$ cat config.mk
export PLATFORM = sky130hd
export DESIGN_NAME = temp_sample_scheduler
export DESIGN_NICKNAME = d
export VERILOG_FILES = /design/src/rtl/temp_sample_scheduler.sv
export SDC_FILE = /design/constraint.sdc
export NUM_CORES = 1
export LEC_CHECK = 0
export ABC_AREA = 1
export CORE_MARGIN = 2
export CORE_UTILIZATION = 45
export DETAILED_ROUTE_END_ITERATION = 10
export PLACE_DENSITY = 0.68
export REMOVE_ABC_BUFFERS = 1
export SKIP_CTS_REPAIR_TIMING = 1
export SYNTH_ARGS = -nofsm -noshare
export SYNTH_HDL_FRONTEND = slang
export SYNTH_SLANG_ARGS = --single-unit
$ cat constraint.sdc
create_clock -name clk_in -period 4.5 [get_ports clk_in]
set_input_delay 1.35 -clock clk_in [delete_from_list [all_inputs] [get_ports clk_in]]
set_output_delay 1.35 -clock clk_in [all_outputs]
set_load 0.05 [all_outputs]
$ cat src/rtl/temp_sample_scheduler.sv
// rtl/temp_sample_scheduler.sv - periodic SPI temperature read sequencer with ms time base
// Optional read watchdog enabled by defining SCHED_TIMEOUT_EN.
module temp_sample_scheduler #(
    parameter int CLK_FREQ_HZ    = 50_000_000,
    parameter int DATA_W         = 16,
    parameter int TIMEOUT_CYCLES = 100_000
) (
    input  logic              clk_in,
    input  logic              rst_n_in,
    input  logic              en_in,
    input  logic [15:0]       period_ms_in,
    output logic              spi_start_out,
    input  logic              spi_busy_in,
    input  logic              spi_done_in,
    input  logic [DATA_W-1:0] spi_data_in,
    output logic [DATA_W-1:0] sample_out,
    output logic              sample_valid_out,
    output logic              overrun_out,
    output logic              timeout_err_out,
    input  logic              clr_err_in
);

    localparam int TICKS_PER_MS = CLK_FREQ_HZ / 1000;
    localparam int PW = (TICKS_PER_MS > 1) ? $clog2(TICKS_PER_MS) : 1;
    localparam logic [PW-1:0] PRESC_MAX = PW'(TICKS_PER_MS - 1);

    if (TICKS_PER_MS < 2 || TIMEOUT_CYCLES < 1) begin : g_bad_cfg
        $error("temp_sample_scheduler: unsupported clock frequency or timeout");
    end

    typedef enum logic [1:0] {
        IDLE      = 2'd0,
        WAIT_TICK = 2'd1,
        START     = 2'd2,
        WAIT_DONE = 2'd3
    } state_t;

    state_t        state;
    state_t        next_state;
    logic [PW-1:0] presc;
    logic [15:0]   ms_cnt;
    logic [15:0]   ms_max;
    logic [15:0]   period_max;
    logic          tick;
    logic          capture;
    logic          timeout_hit;

    // A programmed period of 0 behaves as 1 ms.
    assign period_max = (period_ms_in == 16'd0) ? 16'd0 : period_ms_in - 16'd1;
    assign tick       = (state != IDLE) && (presc == PRESC_MAX) && (ms_cnt == ms_max);
    assign capture    = (state == WAIT_DONE) && spi_done_in;

`ifdef SCHED_TIMEOUT_EN
    localparam int WW = $clog2(TIMEOUT_CYCLES + 1);
    localparam logic [WW-1:0] WD_MAX = WW'(TIMEOUT_CYCLES - 1);

    logic [WW-1:0] wd_cnt;
    logic          timeout_err;

    always_ff @(posedge clk_in or negedge rst_n_in) begin
        if (!rst_n_in) begin
            wd_cnt <= '0;
        end else if (state == WAIT_DONE && next_state == WAIT_DONE) begin
            wd_cnt <= wd_cnt + 1'b1;
        end else begin
            wd_cnt <= '0;
        end
    end

    // A done arriving on the expiry cycle still wins over the watchdog.
    assign timeout_hit = (state == WAIT_DONE) && !spi_done_in && (wd_cnt == WD_MAX);

    always_ff @(posedge clk_in or negedge rst_n_in) begin
        if (!rst_n_in) begin
            timeout_err <= 1'b0;
        end else if (clr_err_in) begin
            timeout_err <= 1'b0;
        end else if (timeout_hit) begin
            timeout_err <= 1'b1;
        end
    end

    assign timeout_err_out = timeout_err;
`else
    assign timeout_hit     = 1'b0;
    assign timeout_err_out = 1'b0;
`endif

    always_ff @(posedge clk_in or negedge rst_n_in) begin
        if (!rst_n_in) begin
            state <= IDLE;
        end else begin
            state <= next_state;
        end
    end

    always_comb begin
        next_state = state;
        case (state)
            IDLE: begin
                if (en_in) next_state = WAIT_TICK;
            end
            WAIT_TICK: begin
                if (!en_in)    next_state = IDLE;
                else if (tick) next_state = START;
            end
            START: begin
                if (!spi_busy_in) next_state = WAIT_DONE;
            end
            WAIT_DONE: begin
                if (capture || timeout_hit) next_state = en_in ? WAIT_TICK : IDLE;
            end
            default: next_state = IDLE;
        endcase
    end

    always_comb begin
        spi_start_out = 1'b0;
        if (state == START && !spi_busy_in) spi_start_out = 1'b1;
    end

    // Time base is cleared whenever the scheduler is (or is about to be) idle.
    always_ff @(posedge clk_in or negedge rst_n_in) begin
        if (!rst_n_in) begin
            presc  <= '0;
            ms_cnt <= '0;
        end else if (state == IDLE || next_state == IDLE) begin
            presc  <= '0;
            ms_cnt <= '0;
        end else if (presc == PRESC_MAX) begin
            presc  <= '0;
            ms_cnt <= (ms_cnt == ms_max) ? 16'd0 : ms_cnt + 16'd1;
        end else begin
            presc  <= presc + 1'b1;
        end
    end

    always_ff @(posedge clk_in or negedge rst_n_in) begin
        if (!rst_n_in) begin
            ms_max <= '0;
        end else if ((state == IDLE && en_in) || tick) begin
            ms_max <= period_max;
        end
    end

    always_ff @(posedge clk_in or negedge rst_n_in) begin
        if (!rst_n_in) begin
            sample_out       <= '0;
            sample_valid_out <= 1'b0;
        end else begin
            sample_valid_out <= capture;
            if (capture) sample_out <= spi_data_in;
        end
    end

    // Missed ticks are dropped, only flagged.
    always_ff @(posedge clk_in or negedge rst_n_in) begin
        if (!rst_n_in) begin
            overrun_out <= 1'b0;
        end else if (clr_err_in) begin
            overrun_out <= 1'b0;
        end else if (tick && (state == START || state == WAIT_DONE)) begin
            overrun_out <= 1'b1;
        end
    end

endmodule

==> impl_metrics.ini <==
[die]
ios = 58
die_h_um = 99.7
rows = 34
coreArea_um2 = 8810
dieArea_um2 = 9930
die_x_um = 99.7
initial_core_util_pct = 46.8

[grt]
grt-ovfl-total = 0
grt_antenna_before_repair = 0
grt.total_usage_pct = 20.1
grt_pass1_vias = 3667
grt_pass1_wl_um = 16200
grt_max_degree = 40

[cells_and_area]
layout.nets = 687
multi_input_area_um2 = 2050
regArea_um2 = 1700
diodes = 0
fillerInstances = 845
layout-drive-gt1-share_pct = 8.76
syn_to_final_growth_pct = 20.1

[yosys]
synthCells = 587
yosysSeqAreaShare_pct = 41.3
ys_types = 35
synth_area_um2 = 4120
ys_ff_latch = 68
yosysWarningCount = 0
syn_avg_cell_area_um2 = 7.02

[clocking]
path_clk_slew_ps = 80
clock_sinks = 68
cts.path.max_buffers = 2
cts_made_buffers = 9
cts_tree = built
cts_root_buf = clkbuf_8
insertion_delay_ps = 350
htreeDepth = 3

[worst_setup_path]
timing.rr.end = ms_cnt[14]$_DFFE_PN0P_
path_max_fanout = 2
startpoint_type = input port
reg2reg_depth = 10
critical_path_class = in2out
rr_startpoint = presc[0]$_DFF_PN0_
cp.required_ps = 3150
crit_path_end_kind = output port
worst_ep_arrival_time_ps = 2690
rrSetupSlack_ps = 2180

[placement]
port_buffers = 56
place_congestion = 0.914
hpwl_um = 6820

[pwr]
power_density_nw_per_um2 = 286
peakVddDrop_mv = 0.165
power_mw = 1.41
power_leakage_nw = 2.20

[drt]
wl_per_cell_um = 11.9
ant_nets = 0
vias = 3752
viasPerCell = 4.94
wl_um = 9040
first_pass_iters = 4
drt_iter0_markers = 195
drcViolationCount = 0

[sta]
relSlewSlack_pct = 61.6
finalHoldViolations = 0
rsz0062_at_grt = false
clock.fmax_mhz = 248
maxSlewViolCount = 0
finClkSkew_ps = 8.65
period_needed_ps = 4040
max_slew.worst_pin.slew_ps = 572
setup_viol = 0
timing.final.crit_share_pct = 89.8
tns_ps = 0

[outcome]
outcome = completed

[job]
cap_viol_max_count = 0

[min_path]
hold_path_end = sample_out[7]$_DFFE_PN0P_
min_from = sample_out[7]$_DFFE_PN0P_
hold_depth = 2
hold_path_class = reg2reg
[layer usage]
layer	up-vias	global-route usage (%)	wire [um]
met2	71	31.5	4170
li1	1938	-	-
met4	0	6.01	114
met3	11	6.18	556
met5	-	0	0
met1	1732	26.7	4200
[placed cells by master, fill, tap and decap left out]
master           synthesis  final
clkinv_2                 0      3
nor3_1                  12     12
a21oi_1                  9      9
or2_2                    6      6
xnor2_1                  6      6
nor2_8                   1      1
nand3_4                  1      1
nand2_1                187    187
o22ai_1                  5      5
nor4_1                   3      3
clkinvlp_4               0      3
clkbuf_8                 0      9
a41oi_1                  1      1
nand4_1                 10     10
clkdlybuf4s50_1          0     55
inv_1                   71     71
nor2_2                  13     13
o21ai_1                  3      3
nand3_1                 33     33
nand2_2                  5      5
xor2_1                  17     17
nor2_1                  82     82
nand3b_1                 3      3
dfrtp_1                 68     68
clkinv_1                 1      1
nor3_2                   1      1
nor4_2                   1      1
ha_1                     3      3
buf_4                    1      3
bufinv_16                0      1
buf_2                    3      1
nor2_4                   3      3
inv_2                    6      6
o21ai_0                 23     23
conb_1                   1      1
o211ai_1                 1      1
[cells by family after synthesis]
group,share of synthesized area (%)
AO/OA/AOI/OAI,5.41
adder cells (fa/ha/maj),0.911
AND/OR/NAND/NOR,38.4
buffers and inverters,8.96
other,0.0910
flip-flops,41.3
XOR/XNOR,4.89
[final cells by class]
class                   instances  share of cell area, %
well taps                     108                   2.73
repair buffers                 59                   11.7
flip-flops and latches         68                   34.4
multi-input cells             430                   41.4
clock buffers                   9                   2.50
clock inverters                 7                   1.37
inverters                      78                   5.92
[report_power, final]
part / switching [mW] / internal (mW) / total [mW]
Clock: 0.245 / 0.253 / 0.498
Combinational: 0.144 / 0.0942 / 0.238
Sequential: 0.0278 / 0.651 / 0.679
[metrics by stage]
step | setup slack (ps) | cells | cell area [um^2] | hold WS, ps | util (%)
floorplan | 1150 | 576 | 4040 | 498 | -
global placement | 459 | 743 | 4760 | 453 | 54.0
detailed placement | 476 | 743 | 4760 | 458 | 54.0
CTS | 461 | 759 | 4950 | 478 | 56.2
global route | 431 | 759 | 4950 | 497 | 56.2
finish | 461 | 759 | 4950 | 471 | 56.2
[worst max-delay path by stage]
| stage | end | cells after the start | slack, ps | startpoint |
|---|---|---|---|---|
| after floorplan | spi_start_out | 1 | 1150 | spi_busy_in |
| after global placement | spi_start_out | 3 | 460 | spi_busy_in |
| after detailed placement | spi_start_out | 3 | 480 | spi_busy_in |
| after CTS | spi_start_out | 3 | 460 | spi_busy_in |
| after global routing | spi_start_out | 3 | 430 | spi_busy_in |
| final | spi_start_out | 3 | 460 | spi_busy_in |
[flip-flops by register name, summed over array words and instances, names as in the netlist]
| register | count |
|---|---|
| overrun_out | 1 |
| ms_max | 16 |
| sample_out | 16 |
| sample_valid_out | 1 |
| presc | 16 |
| state | 2 |
| ms_cnt | 16 |
[Yosys cell counts, drive strengths merged]
| master | instances | area share [%] |
|---|---|---|
| a21oi | 9 | 1.1 |
| a41oi | 1 | 0.21 |
| o211ai | 1 | 0.18 |
| o22ai | 5 | 0.76 |
| ha | 3 | 0.91 |
| or2 | 6 | 0.91 |
| conb | 1 | 0.091 |
| nand3b | 3 | 0.55 |
| clkbuf | 4 | 0.39 |
| nor2 | 99 | 11 |
| xor2 | 17 | 3.6 |
| nand3 | 34 | 4.4 |
| nor3 | 13 | 1.7 |
| buf | 7 | 1.5 |
| nand4 | 10 | 1.5 |
| nand2 | 192 | 18 |
| xnor2 | 6 | 1.3 |
| o21ai | 26 | 3.2 |
| dfrtp | 68 | 41 |
| nor4 | 4 | 0.76 |
| clkinv | 1 | 0.091 |
| inv | 77 | 7.0 |
[worst max-delay path, cell delays in order]
cell	delay [ps]
clkdlybuf4s50_1	420
nor2_1	110
clkdlybuf4s50_1	810
(Power assumes the default switching activity.)
==> variant, RTL diff (same flow settings) <==
The parameter `CLK_FREQ_HZ` goes from 50_000_000 to 25_000_000.
--- a/src/rtl/temp_sample_scheduler.sv
+++ b/src/rtl/temp_sample_scheduler.sv
@@ -1,7 +1,7 @@
 // rtl/temp_sample_scheduler.sv - periodic SPI temperature read sequencer with ms time base
 // Optional read watchdog enabled by defining SCHED_TIMEOUT_EN.
 module temp_sample_scheduler #(
-    parameter int CLK_FREQ_HZ    = 50_000_000,
+    parameter int CLK_FREQ_HZ    = 25_000_000,
     parameter int DATA_W         = 16,
     parameter int TIMEOUT_CYCLES = 100_000
 ) (
Function: same outputs for any inputs over 10 cycles, from zero or initial values and one cycle with rst_n_in low; that may be too few to reach the edited logic, so the function may still have changed.
==> variant against the unedited design <==
  * Synthesized cell count decreased by 1.7%
  * Combinational power decreased by 6%
  * Wire length decreased by 2.5%
  * Worst setup slack improved by 2.3 ps
  * Sequential power decreased by 2%
  * Synthesized area decreased by 3.1%
  * Worst hold slack improved by 5.9 ps
  * Design area decreased by 1.5%
  * Power increased by 8.7%
  * Final cell count decreased by 1.6%
  * Sequential cell count decreased by 1
  * Non-clock buffer count decreased by 1
  * Critical path type unchanged
  * Highest routed layer unchanged
==> variant: results <==
<?xml version="1.0" encoding="UTF-8"?>
<metrics>
  <group name="outcome">
    <metric name="outcome" unit="">finished clean</metric>
  </group>
  <group name="place">
    <metric name="dp_cells" unit="">731</metric>
    <metric name="finalWeightedCongestion" unit="">0.901</metric>
    <metric name="pre_cts_ws" unit="ps">470</metric>
    <metric name="dpl-instance-area" unit="mm2">0.00461</metric>
    <metric name="post-dp-hpwl" unit="um">6410</metric>
  </group>
  <group name="layout">
    <metric name="post-route-cell-area" unit="mm2">0.00487</metric>
    <metric name="final_net_count" unit="">675</metric>
    <metric name="post_route_cells_drive_above_1_share" unit="%">6.26</metric>
    <metric name="fillers" unit="">858</metric>
    <metric name="n_antenna_cell" unit="">0</metric>
  </group>
  <group name="power">
    <metric name="p_sw_share" unit="%">26.3</metric>
    <metric name="power_leakage" unit="nW">2.12</metric>
    <metric name="power.ir.vdd_worst" unit="uV">211</metric>
  </group>
  <group name="critical_path">
    <metric name="cell_count_of_the_worst_reg_to_reg_path" unit="">9</metric>
    <metric name="rr_endpoint" unit="">ms_max[14]$_DFFE_PN0P_</metric>
    <metric name="data_arrival_time_of_the_critical_path" unit="ps">2690</metric>
    <metric name="ff2ff_setup_slack" unit="ps">2200</metric>
    <metric name="crit_path_max_fanout" unit="">2</metric>
  </group>
  <group name="timing">
    <metric name="finalCritPeriodShare" unit="%">89.7</metric>
    <metric name="slew_of_the_pin_with_the_lowest_slew_margin" unit="ps">868</metric>
    <metric name="clock_skew" unit="ps">4.26</metric>
    <metric name="final.hold.worst_slack" unit="ps">477</metric>
  </group>
  <group name="clock_tree">
    <metric name="clk_path_buf_depth" unit="">2</metric>
  </group>
  <group name="global_route">
    <metric name="grt_max_degree" unit="">55</metric>
    <metric name="grt_util_all_layers" unit="%">19.5</metric>
    <metric name="grt_pass1_vias" unit="">3568</metric>
    <metric name="grt_first_pass_wirelength" unit="um">15600</metric>
  </group>
  <group name="min_path">
    <metric name="worst_hold_path.endpoint" unit="">sample_out[13]$_DFFE_PN0P_</metric>
    <metric name="hold_path_startpoint" unit="">sample_out[13]$_DFFE_PN0P_</metric>
  </group>
  <group name="route">
    <metric name="detail_route.iter0.violations" unit="">181</metric>
    <metric name="avgRoutedWirePerCell" unit="um">11.8</metric>
    <metric name="route.vias.total" unit="">3671</metric>
    <metric name="via_per_inst" unit="">4.91</metric>
  </group>
  <group name="synth">
    <metric name="synth.top_cells.by_count" unit="">189 x nand2_1, 101 x nor2_1, 70 x inv_1</metric>
    <metric name="synthDistinctLibCells" unit="">31</metric>
    <metric name="synth_top_cells_by_area" unit="">dfrtp_1 42%, nand2_1 18%, nor2_1 9.5%</metric>
    <metric name="synth_seq_area_share" unit="%">42.0</metric>
  </group>
</metrics>
-- variant: cell count changes after synthesis, moves of 4 or more --
cell	change
a21oi_1	-6
nand3_1	-9
nand4_1	-4
nor2_1	+19
nor2_2	-9
nor3_1	-7
o21ai_0	+15
xor2_1	+6
-- variant: final cells by class --
cell class / count / area share, %
Timing Repair Buffer: 58 / 11.7
Clock inverter: 5 / 2.21
Inverter: 73 / 5.63
Multi-Input combinational cell: 425 / 40.1
Sequential cell: 67 / 34.4
Tap cell: 108 / 2.77
Clock buffer: 11 / 3.11
-- variant: cells by family (layout without fill, tap and decap cells) --
family          Yosys count  in the layout  synth area share, %
xor+xnor                 26             26                 5.71
simple gates            349            349                 36.4
flops                    67             67                 42.0
other cells               1              1               0.0940
buf+inv                  85            147                 8.97
compound gates           46             46                 5.90
fa+ha+maj                 3              3                0.941
-- variant: tightest hold or removal path, delay by kind of cell (launching register included) --
| family | cells | cell delay (ps) |
|---|---|---|
| DFF | 1 | 350 |
| and+or+nand+nor | 2 | 100 |
-- variant: power by group through the flow --
stage | clock network, mW | logic, mW | registers (mW)
after floorplan | 0 | 0.111 | 0.697
after global placement | 0 | 0.222 | 0.677
after detailed placement | 0 | 0.227 | 0.677
after CTS | 0.665 | 0.227 | 0.667
after global routing | 0.690 | 0.257 | 0.672
final | 0.648 | 0.223 | 0.667
-- variant: routing by layer --
| layer | global-route usage (%) | part of all wire [%] | wire length, um |
|---|---|---|---|
| met4 | 6.01 | 1.4 | 126 |
| met5 | 0 | 0 | 0 |
| met1 | 25.8 | 47 | 4140 |
| met2 | 31.7 | 47 | 4140 |
| met3 | 5.01 | 4.7 | 418 |
